[src/rtl/regs_writeback.sv]
// Write-back stage: merges a single-cycle ALU result stream with buffered
// memory/load results and drives the register file write port. The ALU has
// priority. Memory results wait in an in-order FIFO and drain on cycles when
// the ALU is not writing. query_hit reports a still-queued load destination.
module regs_writeback #(
    parameter int XLEN   = 64,
    parameter int ADDR_W = 9,
    parameter int DEPTH  = 4
) (
    input  logic                       clk,
    input  logic                       reset,
    input  logic                       flush_in,
    input  logic                       alu_valid,
    input  logic [ADDR_W-1:0]          alu_rd,
    input  logic [XLEN-1:0]            alu_value,
    input  logic                       mem_valid,
    output logic                       mem_ready,
    input  logic [ADDR_W-1:0]          mem_rd,
    input  logic [XLEN-1:0]            mem_value,
    input  logic [ADDR_W-1:0]          query_rd,
    output logic                       query_hit,
    output logic [ADDR_W-1:0]          rd_out,
    output logic                       rd_write_out,
    output logic [XLEN-1:0]            rd_value_out,
    output logic [$clog2(DEPTH):0]     count_out
);

    localparam int PTR_W = $clog2(DEPTH);
    localparam int CNT_W = PTR_W + 1;

    logic [ADDR_W-1:0] fifo_rd  [DEPTH];
    logic [XLEN-1:0]   fifo_val [DEPTH];
    logic [PTR_W-1:0]  wr_ptr;
    logic [PTR_W-1:0]  rd_ptr;
    logic [CNT_W-1:0]  count;

    logic alu_wins;
    logic push;
    logic pop;

    // Full is judged from the registered count only, so a same-cycle pop
    // never opens room for a push.
    assign mem_ready = (count != CNT_W'(DEPTH));
    assign count_out = count;

    // Port arbitration: an ALU write to rd 0 does not claim the port.
    always_comb begin
        alu_wins = alu_valid && (alu_rd != '0);
        push     = mem_valid && mem_ready && !flush_in && (mem_rd != '0);
        pop      = !alu_wins && (count != '0) && !flush_in;
    end

    // Pending-load lookup across the occupied FIFO slots only.
    always_comb begin
        logic [PTR_W-1:0] idx;
        query_hit = 1'b0;
        idx       = '0;
        for (int i = 0; i < DEPTH; i++) begin
            idx = rd_ptr + PTR_W'(i);
            if ((CNT_W'(i) < count) && (fifo_rd[idx] == query_rd))
                query_hit = 1'b1;
        end
        if (query_rd == '0)
            query_hit = 1'b0;
    end

    // FIFO payload storage; validity is tracked by the pointers and count.
    always_ff @(posedge clk) begin
        if (push) begin
            fifo_rd[wr_ptr]  <= mem_rd;
            fifo_val[wr_ptr] <= mem_value;
        end
    end

    // FIFO pointers and occupancy; flush empties the queue on the next edge.
    always_ff @(posedge clk or posedge reset) begin
        if (reset) begin
            wr_ptr <= '0;
            rd_ptr <= '0;
            count  <= '0;
        end else if (flush_in) begin
            wr_ptr <= '0;
            rd_ptr <= '0;
            count  <= '0;
        end else begin
            if (push)
                wr_ptr <= wr_ptr + 1'b1;
            if (pop)
                rd_ptr <= rd_ptr + 1'b1;
            case ({push, pop})
                2'b10:   count <= count + 1'b1;
                2'b01:   count <= count - 1'b1;
                default: count <= count;
            endcase
        end
    end

    // Registered write port; rd/value hold their last value between writes.
    always_ff @(posedge clk or posedge reset) begin
        if (reset) begin
            rd_out       <= '0;
            rd_value_out <= '0;
            rd_write_out <= 1'b0;
        end else begin
            rd_write_out <= alu_wins || pop;
            if (alu_wins) begin
                rd_out       <= alu_rd;
                rd_value_out <= alu_value;
            end else if (pop) begin
                rd_out       <= fifo_rd[rd_ptr];
                rd_value_out <= fifo_val[rd_ptr];
            end
        end
    end

endmodule

[config.mk]
export PLATFORM = sky130hd
export DESIGN_NAME = regs_writeback
export DESIGN_NICKNAME = d
export VERILOG_FILES = /design/src/rtl/regs_writeback.sv
export SDC_FILE = /design/constraint.sdc
export NUM_CORES = 1
export LEC_CHECK = 0
export ABC_CLOCK_PERIOD_IN_PS = 4150
export BUFFER_PORTS_ARGS = -buffer_cell sky130_fd_sc_hd__buf_2
export CORE_AREA = 2 2 230 232
export DETAILED_ROUTE_END_ITERATION = 8
export DIE_AREA = 0 0 232 234
export HOLD_SLACK_MARGIN = 0.03
export PLACE_DENSITY = 0.56
export SLEW_MARGIN = 10
export SYNTH_ARGS = -nofsm -noshare
export SYNTH_HDL_FRONTEND = slang
export SYNTH_SLANG_ARGS = --single-unit
[constraint.sdc]
create_clock -name clk -period 4.15 [get_ports clk]
set_clock_uncertainty 0.15 [all_clocks]
set_input_delay 0.83 -clock clk [delete_from_list [all_inputs] [get_ports clk]]
set_output_delay 0.83 -clock clk [all_outputs]
set_load 0.05 [all_outputs]
==> reports/results.ini, run 1 <==
[setup_path]
worstPathRequired_ps = 3170
path_cells = buf_6 -> mux2i_4 -> xnor2_1 -> or4_1 -> nor2_1 -> a21oi_1 -> or4_1 -> a31oi_2 -> buf_6
criticalPathCategory = flip-flop to primary output
r2r_setup_slack_ps = 1280
r2r_start = count_out[1]$_DFFE_PP0P_
max_stage_delay_ps = 550
path_buf_inv = 2
endpoint_kind = primary output
arrival_ps = 3000
crit_family = simple AND/OR/NAND/NOR gates
slowest_stage = dfrtp_4
critPathLaunchType = flip-flop
r2r-end = fifo_val[0][9]$_DFFE_PP_
worst-path-max-fanout = 7
reg2regPathDepth = 7

[pwr]
ir_worst_vdd_mv = 0.434
p_total_w = 0.0123
power.leakage_nw = 6.98
powerDensity_mw_per_mm2 = 646

[synthesis]
synthAdderAreaFrac_pct = 0.717
syn_nets = 1085
synth_top_family_by_area = multiplexers
synth_compound_area_share_pct = 3.42
synth-xor-area-share_pct = 2.62
async_flop_share_pct = 21.7
ys.warnings.count = 0
synth_cell_types = 35
syn_area_mm2 = 0.0154
ys_seq_area_share_pct = 70.3
avgSynthCellArea_um2 = 16.8
synth-seq-cells = 373
synth_edf_count = 292
synthFlopType = edfxtp_1
yosys.area_share.simple_pct = 3.97
synthCells = 917
synthMuxAreaShare_pct = 17.2

[sta]
fin_crit_sh_pct = 95.9
setup-tns-final_ps = 0
setup_viol = 0
fin_crit_ps = 3980
drv_slew = 0
fmaxAchievable_mhz = 251
rsz0062_at_grt = no
setup_ws_ps = 172
slew_headroom_pct = 28.9
worst_pin_slew_ps = 1070
finalHoldViolCount = 0

[placed_design]
dpl.hpwl_mm = 24.5
io_buffers = 238
pre_cts_slack_ps = 360
routabilityCongestion = 0.863
placed_cell_area_mm2 = 0.0175

[finish]
nets = 1341
multiInputGateArea_mm2 = 0.00437
area_growth_pct = 24.1
seqCellArea_mm2 = 0.0108
layout_common_cells = 292 x edfxtp_1, 237 x buf_2, 111 x mux2i_1, 79 x dfrtp_1, 78 x nand2_1
drive_above_1_share_pct = 35.2
layout_commonest_cell = edfxtp_1
final_area_mm2 = 0.0191
num-fill-cells = 4941

[global_route]
met1_usage_pct = 18.2
gr-usage-met3_pct = 3.33
overflow = 0
grt_use_total_pct = 13.9
grt_start_max_net_pins = 82
use_met2_pct = 22.4
grt_busiest_layer = met2
grt_pass1_wl_mm = 56.0
grt_pass1_vias = 8939
antenna_found_initial = 5

[route]
antenna_left = 0
totalWireLength_mm = 37.3
vias_per_cell = 4.59
wl_per_cell_um = 19.7
drtIter0Drc = 432
vias = 8698
firstDrtPassIters = 4
route.detailed.drc = 0

[die]
die_y_um = 234
fp.dieW_um = 232
fp.coreArea_mm2 = 0.0520
start_util_pct = 29.5
io_pins = 239
rows = 84
die-area_mm2 = 0.0543

[min_path]
worst_hold_path_type = input port to async pin

[cts]
worstSkewPairLatency_ps = 570
cts_tree = done
cts_buffers = 43
cts_max_path_buffers = 3
h-tree-depth = 2
cts_hold_buf = 0
root_buffer = clkbuf_16
clock_sinks = 373
path_clk_slew_ps = 60

[run_status]
status = completed

[job]
cap_violations = 0

per-layer routing:
layer | share of wire [%] | wire, µm
met5 | 0.15 | 55
met4 | 2.2 | 814
met3 | 6.6 | 2450
met2 | 48 | 17900
met1 | 43 | 16100
stage by stage:
step	hold WS (ps)	instances	util, %
floorplan	388	917	-
global placement	305	1811	33.6
detailed placement	316	1811	33.6
CTS	223	1892	36.5
global route	235	1896	36.6
finish	201	1897	36.7
how the worst max path moves through the flow:
| stage | from | endpoint | slack [ps] | cells after the start |
|---|---|---|---|---|
| floorplan | query_rd[0] | query_hit | 10 | 7 |
| global placement | query_rd[3] | query_hit | 310 | 8 |
| detailed placement | query_rd[3] | query_hit | 360 | 8 |
| CTS | rd_ptr[1]$_DFFE_PP0P_ | query_hit | 30 | 8 |
| global route | rd_ptr[1]$_DFFE_PP0P_ | query_hit | 30 | 10 |
| finish | rd_ptr[1]$_DFFE_PP0P_ | query_hit | 170 | 9 |
worst register-to-register path, stage by stage (launching register included):
cell and delay (ps):
dfrtp_1 520, inv_1 160, ha_1 250, nand2_1 90, nand3b_1 130, a31oi_1 430, and2_4 530, buf_12 300
final cells by class:
type / count / area share (%)
multi-input cells: 478 / 22.9
clock inverters: 22 / 1.40
inverters: 9 / 0.190
clock buffers: 58 / 6.36
diodes: 1 / 0.0131
repair buffers: 268 / 7.98
well taps: 688 / 4.51
flip-flops and latches: 373 / 56.7
sequential cells by signal, indices dropped and copies added, names as in the netlist:
| name | cells |
|---|---|
| count_out | 3 |
| fifo_rd | 36 |
| fifo_val | 256 |
| rd_out | 9 |
| rd_ptr | 2 |
| rd_value_out | 64 |
| rd_write_out | 1 |
| wr_ptr | 2 |
report_power, final:
group	switching [W]	internal, W	total, W	leakage, nW
clock	0.00158	0.00234	0.00392	0.728
sequential	0.000232	0.00452	0.00475	3.63
combinational	0.00247	0.00118	0.00366	2.62
total	0.00428	0.00804	0.0123	6.98
cell families (layout without fill, tap and decap cells):
family / after synthesis / count (layout)
AO/OA/AOI/OAI: 99 / 99
other: 0 / 1
multiplexers: 184 / 184
adder cells (fa/ha/maj): 9 / 9
XOR/XNOR: 46 / 46
flip-flops: 373 / 373
buffers and inverters: 66 / 357
AND/OR/NAND/NOR: 140 / 140
cells in the mapped netlist (2+ instances only):
cell | count | area [µm²]
nor2_1 | 29 | 109
or4_1 | 2 | 15.0
xnor2_1 | 31 | 272
inv_1 | 8 | 30.0
xor2_1 | 15 | 131
a21oi_1 | 17 | 85.1
nand4_1 | 5 | 31.3
buf_2 | 15 | 75.1
nor4_1 | 7 | 43.8
mux2i_1 | 117 | 1170
edfxtp_1 | 292 | 8770
nor2b_1 | 2 | 12.5
nor3_1 | 5 | 25.0
o211ai_1 | 2 | 15.0
and2_1 | 7 | 43.8
a31oi_1 | 6 | 37.5
clkbuf_1 | 39 | 146
buf_1 | 2 | 7.51
ha_1 | 8 | 100
dfrtp_1 | 81 | 2030
mux2_2 | 3 | 33.8
nand2_1 | 78 | 293
a211oi_1 | 4 | 30.0
mux4_2 | 64 | 1440
o21ai_0 | 68 | 340
timing repair:
action                                 in CTS  in global routing
resized for setup                           2                 11
buffers inserted                            1                  4
endpoints found under the hold margin       0                  0
pin swaps                                   0                  4
setup endpoints to repair                   1                  1
No activity file was read; power rests on OpenSTA's default activity.
==> run 2: changes to the inputs <==
--- a/config.mk
+++ b/config.mk
@@ -5,11 +5,12 @@
 export SDC_FILE = /design/constraint.sdc
 export NUM_CORES = 1
 export LEC_CHECK = 0
+export ABC_AREA = 1
 export ABC_CLOCK_PERIOD_IN_PS = 4150
 export BUFFER_PORTS_ARGS = -buffer_cell sky130_fd_sc_hd__buf_2
-export CORE_AREA = 2 2 230 232
+export CORE_AREA = 2 2 234 236
 export DETAILED_ROUTE_END_ITERATION = 8
-export DIE_AREA = 0 0 232 234
+export DIE_AREA = 0 0 236 238
 export HOLD_SLACK_MARGIN = 0.03
 export PLACE_DENSITY = 0.56
 export SLEW_MARGIN = 10
==> run 2 against run 1 <==
- clock power shrank 3%
- via count grew 35%
- register-to-register slack lost 160 ps
- combinational power grew 14%
- worst hold slack gained 84 ps
- flip-flop and latch count is the same
- first-iteration DRC count grew 90%
==> reports/results.ini, run 2 <==
[synthesis]
avgSynthCellArea_um2 = 11.0  ; -34%
synth_area_leaders = edfxtp_1 55%, dfrtp_1 13%, nand2_1 8.7%
ys.warnings.count = 0  ; unchanged
synth-xor-area-share_pct = 0.384  ; -2.2 points
synthAdderAreaFrac_pct = 0.627  ; -0.089 points
synth_top_family_by_area = simple AND/OR/NAND/NOR gates
synth_edf_count = 292  ; unchanged
yosys.area_share.simple_pct = 20.1  ; +16 points
async_flop_share_pct = 21.7  ; unchanged
synthMuxAreaShare_pct = 0  ; -17 points
ys_top_cells_by_count = 368 x nand2_1, 292 x edfxtp_1, 268 x nand3_1, 104 x nor2_1, 81 x dfrtp_1
synth_compound_area_share_pct = 6.95  ; +3.5 points
syn_nets = 1620  ; +49%
synth-seq-cells = 373  ; unchanged
synthFlopType = edfxtp_1
ys_seq_area_share_pct = 67.6  ; -2.6 points
yosysMostFrequentCell = nand2_1
yosysTopAreaCell = edfxtp_1
synth_cell_types = 30  ; -14%
synthCells = 1452  ; +58%
synth_top_area_share_pct = 54.9  ; -2.1 points
syn_area_mm2 = 0.0160  ; +3.9%

[setup_path]
r2r-end = fifo_val[2][18]$_DFFE_PP_
path_depth = 11  ; +2
criticalPathCategory = flip-flop to primary output
cp-endpoint = query_hit
critPathLaunchType = flip-flop
worstPathRequired_ps = 3170  ; about the same
r2r_setup_slack_ps = 1120  ; -160 ps
endpoint_kind = primary output
arrival_ps = 2920  ; -80 ps
r2r_start = count_out[0]$_DFFE_PP0P_
worst-path-max-fanout = 45  ; +38
max_stage_delay_ps = 620  ; +70 ps
slowest_stage = dfrtp_4
crit_family = simple AND/OR/NAND/NOR gates
path_buf_inv = 2  ; unchanged
path_cells = clkinv_8 -> o21ai_1 -> nand2_1 -> nand3_1 -> nand2_1 -> nor2_1 -> nand2_1 -> nor2_1 -> nor2_1 -> a21oi_1 -> buf_2
cp-startpoint = rd_ptr[0]$_DFFE_PP0P_
reg2regPathDepth = 8  ; +1

[finish]
area_growth_pct = 21.0
largest_register_ffs = 256  ; unchanged
layout_commonest_cell = nand2_1
top_register = fifo_val
layout_common_cells = 367 x nand2_1, 292 x edfxtp_1, 268 x nand3_1, 238 x buf_2, 100 x nor2_1
nets = 1836  ; +37%
utilization_pct = 36.1  ; -0.55 points
drive_above_1_share_pct = 20.1  ; -15 points
num-fill-cells = 5322  ; +7.7%
reg_top3 = fifo_val (256), rd_value_out (64), fifo_rd (36)

[cts]
cts_buffers = 43  ; unchanged
cts_max_path_buffers = 3  ; unchanged
cts_tree = done
cts_hold_buf = 0  ; unchanged
h-tree-depth = 2  ; unchanged
root_buffer = clkbuf_16
worstSkewPairLatency_ps = 570  ; about the same
path_clk_slew_ps = 60  ; about the same
clock_sinks = 373  ; unchanged

[die]
io_pins = 239  ; unchanged
fp.dieW_um = 236  ; +1.7%
fp.coreArea_mm2 = 0.0535  ; +2.8%
die-area_mm2 = 0.0562  ; +3.5%
die_y_um = 238  ; +1.7%
rows = 85  ; +1.2%
start_util_pct = 29.8  ; +0.30 points

[placed_design]
io_buffers = 238  ; unchanged
routabilityCongestion = 0.915  ; +6.0%
dpl.hpwl_mm = 29.2  ; +19%

[sta]
slew_headroom_pct = 40.2  ; +11 points
setup_viol = 0  ; unchanged
finalHoldViolCount = 0  ; unchanged
worst_pin_slew_ps = 897  ; -169 ps
rsz0062_at_grt = no
drv_slew = 0  ; unchanged
fin_crit_sh_pct = 93.9  ; -2.0 points
fmaxAchievable_mhz = 257  ; +2.1%
fin_crit_ps = 3900  ; -81.0 ps

[route]
vias = 11700  ; +35%
antenna_left = 0  ; unchanged
drtIter0Drc = 820  ; +90%
firstDrtPassIters = 6  ; +2
wl_per_cell_um = 19.2  ; -2.7%
totalWireLength_mm = 46.0  ; +23%
route.detailed.drc = 0  ; unchanged
vias_per_cell = 4.89  ; +6.6%

[pwr]
power.leakage_nw = 7.60  ; +8.9%
combinationalPowerShare_pct = 32.7  ; +3.0 points
pwr-share-clk_pct = 30.0  ; -1.8 points
p_int_w = 0.00785  ; -2.3%
power_frac_seq_pct = 37.3  ; -1.3 points
switching_share_pct = 38.5  ; +3.7 points
p_sw_w = 0.00491  ; +15%
ir_worst_vdd_mv = 0.336  ; -23%
p_total_w = 0.0128  ; +3.5%
powerDensity_mw_per_mm2 = 660  ; +2.2%

[global_route]
antenna_found_initial = 11  ; +6
grt_use_total_pct = 16.2  ; +2.3 points
grt_pass1_wl_mm = 69.1  ; +23%
grt_pass1_vias = 11200  ; +26%
grt_start_max_net_pins = 82  ; unchanged
overflow = 0  ; unchanged

[run_status]
status = completed

[min_path]
worst_hold_path_type = input port to async pin

[job]
cap_violations = 0  ; unchanged

run 2: cell count changes in the layout (fill, tap and decap cells not counted), sizes merged, moves of 8 or more:
cell	delta
mux2i	-117
mux4	-64
xnor2	-29
nand3	+268
nand2	+294
inv	+37
o21ai	-44
xor2	-10
buf	-8
a22oi	+64
a21oi	-11
a31oi	+67
nor2	+75
run 2: how the worst min path moves through the flow:
| stage | start | end | slack [ps] | cells after the start |
|---|---|---|---|---|
| after CTS | mem_value[56] | fifo_val[3][56]$_DFFE_PP_ | 280 | 1 |
| after floorplan | wr_ptr[0]$_DFFE_PP0P_ | wr_ptr[0]$_DFFE_PP0P_ | 370 | 1 |
| after global routing | mem_value[51] | fifo_val[2][51]$_DFFE_PP_ | 300 | 1 |
| after global placement | rd_value_out[59]$_DFFE_PP0P_ | rd_value_out[59]$_DFFE_PP0P_ | 370 | 2 |
| final | reset | rd_value_out[39]$_DFFE_PP0P_ | 280 | 2 |
| after detailed placement | rd_value_out[50]$_DFFE_PP0P_ | rd_value_out[50]$_DFFE_PP0P_ | 390 | 2 |
run 2: final cells by class:
type / count / area, µm² / share of cell area [%]
clock inverters: 22 / 251 / 1.30
flip-flops and latches: 373 / 10800 / 55.9
diodes: 4 / 10.0 / 0.0518
multi-input cells: 939 / 4530 / 23.4
clock buffers: 58 / 1180 / 6.14
well taps: 696 / 871 / 4.51
repair buffers: 260 / 1460 / 7.55
inverters: 51 / 209 / 1.08
run 2: kinds of logic (layout without fill, tap and decap cells):
kind of cell    after synthesis  after routing
simple gates                754            754
flops                       373            373
buf+inv                     140            391
xor+xnor                      7              7
other cells                   0              4
compound gates              170            170
fa+ha+maj                     8              8
run 2: repair_timing:
| action | CTS | global route |
|---|---|---|
| endpoints found under the setup margin | 1 | 1 |
| cloned | 0 | 0 |
| pin swaps | 0 | 0 |
| gates resized for setup | 1 | 9 |
| buffers inserted | 0 | 1 |
run 2: routing by layer:
layer  wire, µm  global-route usage, %
met2      21400                   26.1
met1      20800                   21.7
met5         68                      0
met3       2820                   3.78
met4        952                   4.65
run 2: stage by stage:
step	TNS, ps	std cells	setup WS (ps)	area, µm²	hold WS [ps]
2_1_floorplan	-104050	1452	-356	16000	365
3_3_place_gp	0	2318	583	17800	374
3_5_place_dp	0	2318	611	17800	388
4_1_cts	0	2398	59.5	19300	278
5_1_grt	0	2401	51.9	19300	301
6_report	0	2403	253	19300	285
run 2: power groups by stage:
stage | Sequential, W | Clock [W] | Combinational, W
global placement | 0.00482 | 0 | 0.00416
detailed placement | 0.00484 | 0 | 0.00417
floorplan | 0.00566 | 0 | 0.00211
global route | 0.00480 | 0.00410 | 0.00456
CTS | 0.00477 | 0.00395 | 0.00418
finish | 0.00476 | 0.00382 | 0.00418
